### config.mk
export PLATFORM = sky130hd
export DESIGN_NAME = axi_llc_evict_tracker
export DESIGN_NICKNAME = d
export VERILOG_FILES = /design/src/rtl/axi_llc_evict_tracker.sv
export SDC_FILE = /design/constraint.sdc
export NUM_CORES = 1
export LEC_CHECK = 0
export CORE_ASPECT_RATIO = 0.7
export CORE_MARGIN = 2
export CORE_UTILIZATION = 60
export CTS_BUF_LIST = sky130_fd_sc_hd__clkbuf_4 sky130_fd_sc_hd__clkbuf_8
export CTS_CLUSTER_SIZE = 12
export DETAILED_ROUTE_END_ITERATION = 7
export PLACE_DENSITY = 0.95
export SLEW_MARGIN = 20
export SYNTH_ARGS = -nofsm -noshare
export SYNTH_HDL_FRONTEND = slang
export SYNTH_SLANG_ARGS = --single-unit
### constraint.sdc
create_clock -name clk_i -period 10.8 [get_ports clk_i]
set_clock_uncertainty 0.1 [all_clocks]
set_input_delay 2.16 -clock clk_i [delete_from_list [all_inputs] [get_ports clk_i]]
set_output_delay 2.16 -clock clk_i [all_outputs]
set_load 0.1 [all_outputs]
### src/rtl/axi_llc_evict_tracker.sv
// rtl/axi_llc_evict_tracker.sv - LLC eviction writeback tracker: AW/W/B issue with in-order retire
// Optional macro AXI_LLC_EVICT_PERF_EN adds evict_cnt_o / err_cnt_o performance counters.
module axi_llc_evict_tracker #(
    parameter int AddrWidth   = 64,
    parameter int IdWidth     = 4,
    parameter int AwId        = 0,
    parameter int DataWidth   = 64,
    parameter int DescWidth   = 128,
    parameter int MaxInflight = 4
) (
    input  logic                               clk_i,
    input  logic                               rst_i,
    input  logic [DescWidth-1:0]               desc_i,
    input  logic                               desc_evict_i,
    input  logic                               desc_flush_i,
    input  logic [AddrWidth-1:0]               desc_addr_i,
    input  logic [7:0]                         desc_len_i,
    input  logic                               desc_valid_i,
    output logic                               desc_ready_o,
    output logic [DescWidth-1:0]               desc_o,
    output logic                               desc_err_o,
    output logic                               desc_valid_o,
    input  logic                               desc_ready_i,
    output logic                               rd_req_valid_o,
    input  logic                               rd_req_ready_i,
    output logic [7:0]                         rd_req_beat_o,
    input  logic [DataWidth-1:0]               rd_data_i,
    input  logic                               rd_data_valid_i,
    output logic                               rd_data_ready_o,
    output logic [AddrWidth-1:0]               aw_addr_o,
    output logic [7:0]                         aw_len_o,
    output logic [IdWidth-1:0]                 aw_id_o,
    output logic                               aw_valid_o,
    input  logic                               aw_ready_i,
    output logic [DataWidth-1:0]               w_data_o,
    output logic [DataWidth/8-1:0]             w_strb_o,
    output logic                               w_last_o,
    output logic                               w_valid_o,
    input  logic                               w_ready_i,
    input  logic [1:0]                         b_resp_i,
    input  logic                               b_valid_i,
    output logic                               b_ready_o,
    output logic                               flush_desc_recv_o,
`ifdef AXI_LLC_EVICT_PERF_EN
    output logic [31:0]                        evict_cnt_o,
    output logic [31:0]                        err_cnt_o,
`endif
    output logic [$clog2(MaxInflight+1)-1:0]   inflight_o
);

    localparam int PtrWidth = (MaxInflight > 1) ? $clog2(MaxInflight) : 1;
    localparam int CntWidth = $clog2(MaxInflight + 1);
    localparam logic [CntWidth-1:0] MaxCnt  = CntWidth'(MaxInflight);
    localparam logic [PtrWidth-1:0] LastPtr = PtrWidth'(MaxInflight - 1);

    logic [DescWidth-1:0] ent_payload [MaxInflight];
    logic [AddrWidth-1:0] ent_addr    [MaxInflight];
    logic [7:0]           ent_len     [MaxInflight];
    logic [MaxInflight-1:0] ent_evict, ent_flush, ent_aw_done, ent_w_done, ent_b_done, ent_err;

    logic [PtrWidth-1:0] alloc_ptr, ret_ptr;
    logic [CntWidth-1:0] count;
    logic                ready_en;

    logic                w_active;
    logic [PtrWidth-1:0] w_idx;
    logic [8:0]          req_cnt;
    logic [7:0]          beat_cnt;

    logic                aw_found, w_found, b_found;
    logic [PtrWidth-1:0] aw_idx, w_cand, b_idx;
    logic                head_done, accept, retire, aw_fire, b_fire, w_fire;
    logic                resp_unused;

    function automatic logic [PtrWidth-1:0] next_ptr(input logic [PtrWidth-1:0] p);
        return (p == LastPtr) ? '0 : p + PtrWidth'(1);
    endfunction

    // Scan live entries from oldest to youngest; first hit is the oldest candidate per stage.
    always_comb begin
        int pos;
        logic [PtrWidth-1:0] idx;
        aw_found = 1'b0;
        w_found  = 1'b0;
        b_found  = 1'b0;
        aw_idx   = '0;
        w_cand   = '0;
        b_idx    = '0;
        pos      = 0;
        idx      = '0;
        for (int i = 0; i < MaxInflight; i++) begin
            pos = (int'(ret_ptr) + i) % MaxInflight;
            idx = PtrWidth'(pos);
            if (i < int'(count) && ent_evict[idx]) begin
                if (!aw_found && !ent_aw_done[idx]) begin
                    aw_found = 1'b1;
                    aw_idx   = idx;
                end
                if (!w_found && !ent_w_done[idx]) begin
                    w_found = 1'b1;
                    w_cand  = idx;
                end
                if (!b_found && !ent_b_done[idx]) begin
                    b_found = 1'b1;
                    b_idx   = idx;
                end
            end
        end
    end

    assign resp_unused       = b_resp_i[0];
    assign desc_ready_o      = ready_en && (count < MaxCnt);
    assign accept            = desc_valid_i && desc_ready_o;
    assign head_done         = (count != '0) && ent_b_done[ret_ptr];
    assign desc_valid_o      = head_done && !ent_flush[ret_ptr];
    assign flush_desc_recv_o = head_done && ent_flush[ret_ptr];
    assign retire            = flush_desc_recv_o || (desc_valid_o && desc_ready_i);
    assign desc_o            = desc_valid_o ? ent_payload[ret_ptr] : '0;
    assign desc_err_o        = desc_valid_o && ent_err[ret_ptr];
    assign inflight_o        = count;

    assign aw_valid_o = aw_found;
    assign aw_addr_o  = aw_found ? ent_addr[aw_idx] : '0;
    assign aw_len_o   = aw_found ? ent_len[aw_idx] : '0;
    assign aw_id_o    = aw_found ? IdWidth'(AwId) : '0;
    assign aw_fire    = aw_valid_o && aw_ready_i;

    assign rd_req_valid_o  = w_active && (req_cnt <= {1'b0, ent_len[w_idx]});
    assign rd_req_beat_o   = req_cnt[7:0];
    assign rd_data_ready_o = w_active && w_ready_i;
    assign w_valid_o       = w_active && rd_data_valid_i;
    assign w_data_o        = w_active ? rd_data_i : '0;
    assign w_strb_o        = {(DataWidth/8){w_active}};
    assign w_last_o        = w_active && (beat_cnt == ent_len[w_idx]);
    assign w_fire          = w_valid_o && w_ready_i;

    assign b_ready_o = b_found && ent_w_done[b_idx];
    assign b_fire    = b_ready_o && b_valid_i;

    always_ff @(posedge clk_i) begin
        if (accept) begin
            ent_payload[alloc_ptr] <= desc_i;
            ent_addr[alloc_ptr]    <= desc_addr_i;
            ent_len[alloc_ptr]     <= desc_len_i;
        end
    end

    always_ff @(posedge clk_i or posedge rst_i) begin
        if (rst_i) begin
            alloc_ptr   <= '0;
            ret_ptr     <= '0;
            count       <= '0;
            ready_en    <= 1'b0;
            ent_evict   <= '0;
            ent_flush   <= '0;
            ent_aw_done <= '0;
            ent_w_done  <= '0;
            ent_b_done  <= '0;
            ent_err     <= '0;
            w_active    <= 1'b0;
            w_idx       <= '0;
            req_cnt     <= '0;
            beat_cnt    <= '0;
        end else begin
            ready_en <= 1'b1;
            // Non-evicting descriptors are born complete so they only wait for in-order retire.
            if (accept) begin
                alloc_ptr              <= next_ptr(alloc_ptr);
                ent_evict[alloc_ptr]   <= desc_evict_i;
                ent_flush[alloc_ptr]   <= desc_flush_i;
                ent_aw_done[alloc_ptr] <= ~desc_evict_i;
                ent_w_done[alloc_ptr]  <= ~desc_evict_i;
                ent_b_done[alloc_ptr]  <= ~desc_evict_i;
                ent_err[alloc_ptr]     <= 1'b0;
            end
            if (aw_fire) begin
                ent_aw_done[aw_idx] <= 1'b1;
            end
            if (b_fire) begin
                ent_b_done[b_idx] <= 1'b1;
                ent_err[b_idx]    <= b_resp_i[1];
            end
            if (retire) begin
                ret_ptr <= next_ptr(ret_ptr);
            end
            if (accept && !retire) begin
                count <= count + CntWidth'(1);
            end else if (!accept && retire) begin
                count <= count - CntWidth'(1);
            end

            if (!w_active) begin
                if (w_found && ent_aw_done[w_cand]) begin
                    w_active <= 1'b1;
                    w_idx    <= w_cand;
                    req_cnt  <= '0;
                    beat_cnt <= '0;
                end
            end else begin
                if (rd_req_valid_o && rd_req_ready_i) begin
                    req_cnt <= req_cnt + 9'd1;
                end
                if (w_fire) begin
                    beat_cnt <= beat_cnt + 8'd1;
                    if (w_last_o) begin
                        ent_w_done[w_idx] <= 1'b1;
                        w_active          <= 1'b0;
                    end
                end
            end
        end
    end

`ifdef AXI_LLC_EVICT_PERF_EN
    always_ff @(posedge clk_i or posedge rst_i) begin
        if (rst_i) begin
            evict_cnt_o <= '0;
            err_cnt_o   <= '0;
        end else begin
            if (aw_fire && (evict_cnt_o != 32'hFFFF_FFFF)) begin
                evict_cnt_o <= evict_cnt_o + 32'd1;
            end
            if (b_fire && b_resp_i[1] && (err_cnt_o != 32'hFFFF_FFFF)) begin
                err_cnt_o <= err_cnt_o + 32'd1;
            end
        end
    end
`endif

endmodule

==> results.json <==
{
  "cp-endpoint": "aw_addr_o[52]",
  "crit_path_start_kind": "register",
  "synth_area_leaders": "edfxtp_1 (69%), mux4_2 (14%), dfrtp_1 (3.8%)",
  "drv_cap": 0,
  "min_period_over_period_pct": 82.15,
  "first_pass_iters": 5,
  "nets": 2675,
  "netlist_area_mm2": 0.03465,
  "synth_top_family_by_area": "multiplexers",
  "critical_path_peak_fanout": 62,
  "hp-class": "reg -> reg",
  "worstSetupPathType": "reg -> out",
  "dieArea_mm2": 0.05972,
  "ctsRootBufferMaster": "clkbuf_8",
  "reg2reg_depth": 8,
  "clock_path_buffers": 3,
  "worst_ep_required_time_ns": 8.54,
  "r2r_slack_ns": 6.47,
  "critical_path.cell_chain": "ha_1 -> mux4_1 -> nor2_2 -> inv_1 -> a311o_1 -> a32oi_4 -> buf_4 -> mux4_2 -> and2_1 -> clkdlybuf4s50_1",
  "seq_area_frac_synth_pct": 73.08,
  "yosys_most_used_dff": "edfxtp_1",
  "worstPathArrival_ns": 6.61,
  "crit_buf_inv": 3,
  "grt_max_degree": 84,
  "synth_most_common_cell": "edfxtp_1",
  "final.setup.tns_ns": 0,
  "cts_setup_buffers": 0,
  "numCtsBuffers": 120,
  "row_count": 73,
  "path_delay_family": "buffers and inverters",
  "dpl.hpwl_um": 52120,
  "via_count": 19483,
  "nFillCells": 2831,
  "worstMarginPinSlew_ns": 1.141,
  "multi_input_area_mm2": 0.008688,
  "ys_seq_elements": 852,
  "path_depth": 10,
  "synth_compound_area_share_pct": 1.632,
  "slew_headroom_pct": 23.90,
  "io_pins": 574,
  "drive_gt1_share_pct": 18.32,
  "grt_pass1_vias": 20497,
  "yosys-top-cells-count": "edfxtp_1 (800), mux4_2 (219), and2_1 (141)",
  "critPathLaunch": "ret_ptr[0]",
  "grt_first_pass_wirelength_um": 126600,
  "postSynth.asyncResetShare_pct": 6.103,
  "core_mm2": 0.05690,
  "cts_tree": "built",
  "setup_violations": 0,
  "viasPerCell": 6.019,
  "cts-resized-gates": 0,
  "fmax_mhz": 112.7,
  "synth_top_area_cell": "edfxtp_1",
  "drv_slew": 0,
  "chipHeight_um": 205.1,
  "ys_types": 62,
  "initial_utilization_pct": 60.90,
  "routed_wl_um": 85850,
  "timing.rr.end": "w_idx[0]",
  "area_delta_synth_final_pct": 25.09,
  "synthMuxAreaShare_pct": 15.11,
  "slowest_delay_ns": 1.16,
  "htreeDepth": 3,
  "seq_area_mm2": 0.02534,
  "synth_edf_count": 800,
  "antenna_left": 0,
  "cts.sinks": 852,
  "syn_inst": 1776,
  "grt_setup_unrepaired": "false",
  "yosysWarnings": 0,
  "synthSimpleGateAreaFrac_pct": 6.871,
  "drt-wirelength-per-cell_um": 26.52,
  "route.detailed.drc": 0,
  "avgSynthCellArea_um2": 19.51,
  "synthAdderAreaFrac_pct": 0.7221,
  "period_needed_ns": 8.872,
  "gp_congestion": 0.8995,
  "overflow": 0,
  "drt_iter0_markers": 2045,
  "synthXorXnorAreaFrac_pct": 0.5813,
  "antenna_found_initial": 13,
  "r2r-start": "ret_ptr[0]",
  "status": "finished, final reports clean",
  "hold_violations": 0,
  "synth_largest_type_area_fraction_pct": 69.32,
  "die-width_um": 291.2,
  "cts_hold_buf": 0,
  "portBuffers": 568,
  "clk_pin_slew_worst_paths_ns": 0.06,
  "cp_slowest_cell": "clkdlybuf4s50_1",
  "insertion_delay_ns": 0.72,
  "grt_usage_pct": 28.53,
  "end_kind": "primary output"
}
worst register-to-register path: stages, from the launching register on:
cell	delay, ns
dfrtp_4	0.69
ha_1	0.75
mux4_2	0.63
or2_0	0.24
a32oi_1	0.25
and2_4	0.23
mux2i_1	0.13
a211oi_4	0.92
mux2i_1	0.29
kinds of logic (layout without fill, tap and decap cells):
kind of cell    count (synthesis)  count (layout)
flops                         852             852
simple gates                  412             412
mux                           245             245
buf+inv                       141             840
compound gates                 81              81
xor+xnor                       23              23
fa+ha+maj                      20              20
other cells                     2              14
metrics by stage:
stage	setup slack (ns)	utilization (%)	cell area (um2)	hold WS [ns]	cells
global route	1.677	76.16	43340	0.4134	3234
global placement	2.798	71.95	40940	0.3817	3006
floorplan	3.109	-	34660	0.3739	1779
detailed placement	2.771	71.95	40940	0.3940	3006
finish	1.928	76.18	43350	0.4056	3237
CTS	1.900	76.13	43320	0.4077	3228
layout make-up:
class,instances,area share [%]
inverters,33,0.3579
multi-input cells,786,20.04
clock buffers,159,4.543
well taps,750,2.165
clock inverters,63,0.9497
diodes,9,0.05196
flip-flops and latches,852,58.45
repair buffers,585,13.44
layout by cell type (no fill, tap or decap), types with 15 or more instances in the layout:
cell,instances
a21oi_1,16
and2_1,141
buf_4,16
clkbuf_4,35
clkbuf_8,124
clkdlybuf4s50_1,568
clkinv_1,41
dfrtp_1,49
edfxtp_1,800
ha_1,20
inv_1,27
mux2i_1,15
mux4_2,219
nand2_1,45
nor2_1,26
nor2b_1,136
xor2_1,15
flip-flops by register name (all words and copies together), names as in the netlist, 3 cells and up:
| register | cells |
|---|---|
| ent_addr | 256 |
| inflight_o | 3 |
| req_cnt | 9 |
| ent_aw_done | 4 |
| beat_cnt | 8 |
| ent_payload | 512 |
| ent_w_done | 4 |
| ent_evict | 4 |
| ent_err | 4 |
| ent_flush | 4 |
| ent_len | 32 |
| ent_b_done | 4 |
worst min path at each step:
stage / from / end / slack, ns / cells past startpoint
floorplan: ent_flush[2] / ent_flush[2] / 0.37 / 1
global placement: ent_flush[3] / ent_flush[3] / 0.38 / 1
detailed placement: ent_flush[0] / ent_flush[0] / 0.39 / 1
CTS: ent_flush[0] / ent_flush[0] / 0.41 / 1
global route: ent_flush[0] / ent_flush[0] / 0.41 / 1
finish: ent_flush[0] / ent_flush[0] / 0.41 / 1
metal layers:
metal	vias up	GRT usage, %	wire [um]
met3	211	7.226	7190
met2	1105	50.24	45410
met1	9923	33.73	29900
li1	8236	-	-
met5	-	0	45
met4	8	12.07	3304
Power is not shown: default switching activity piles up to over one toggle a cycle in this logic, so the estimate is an artifact.
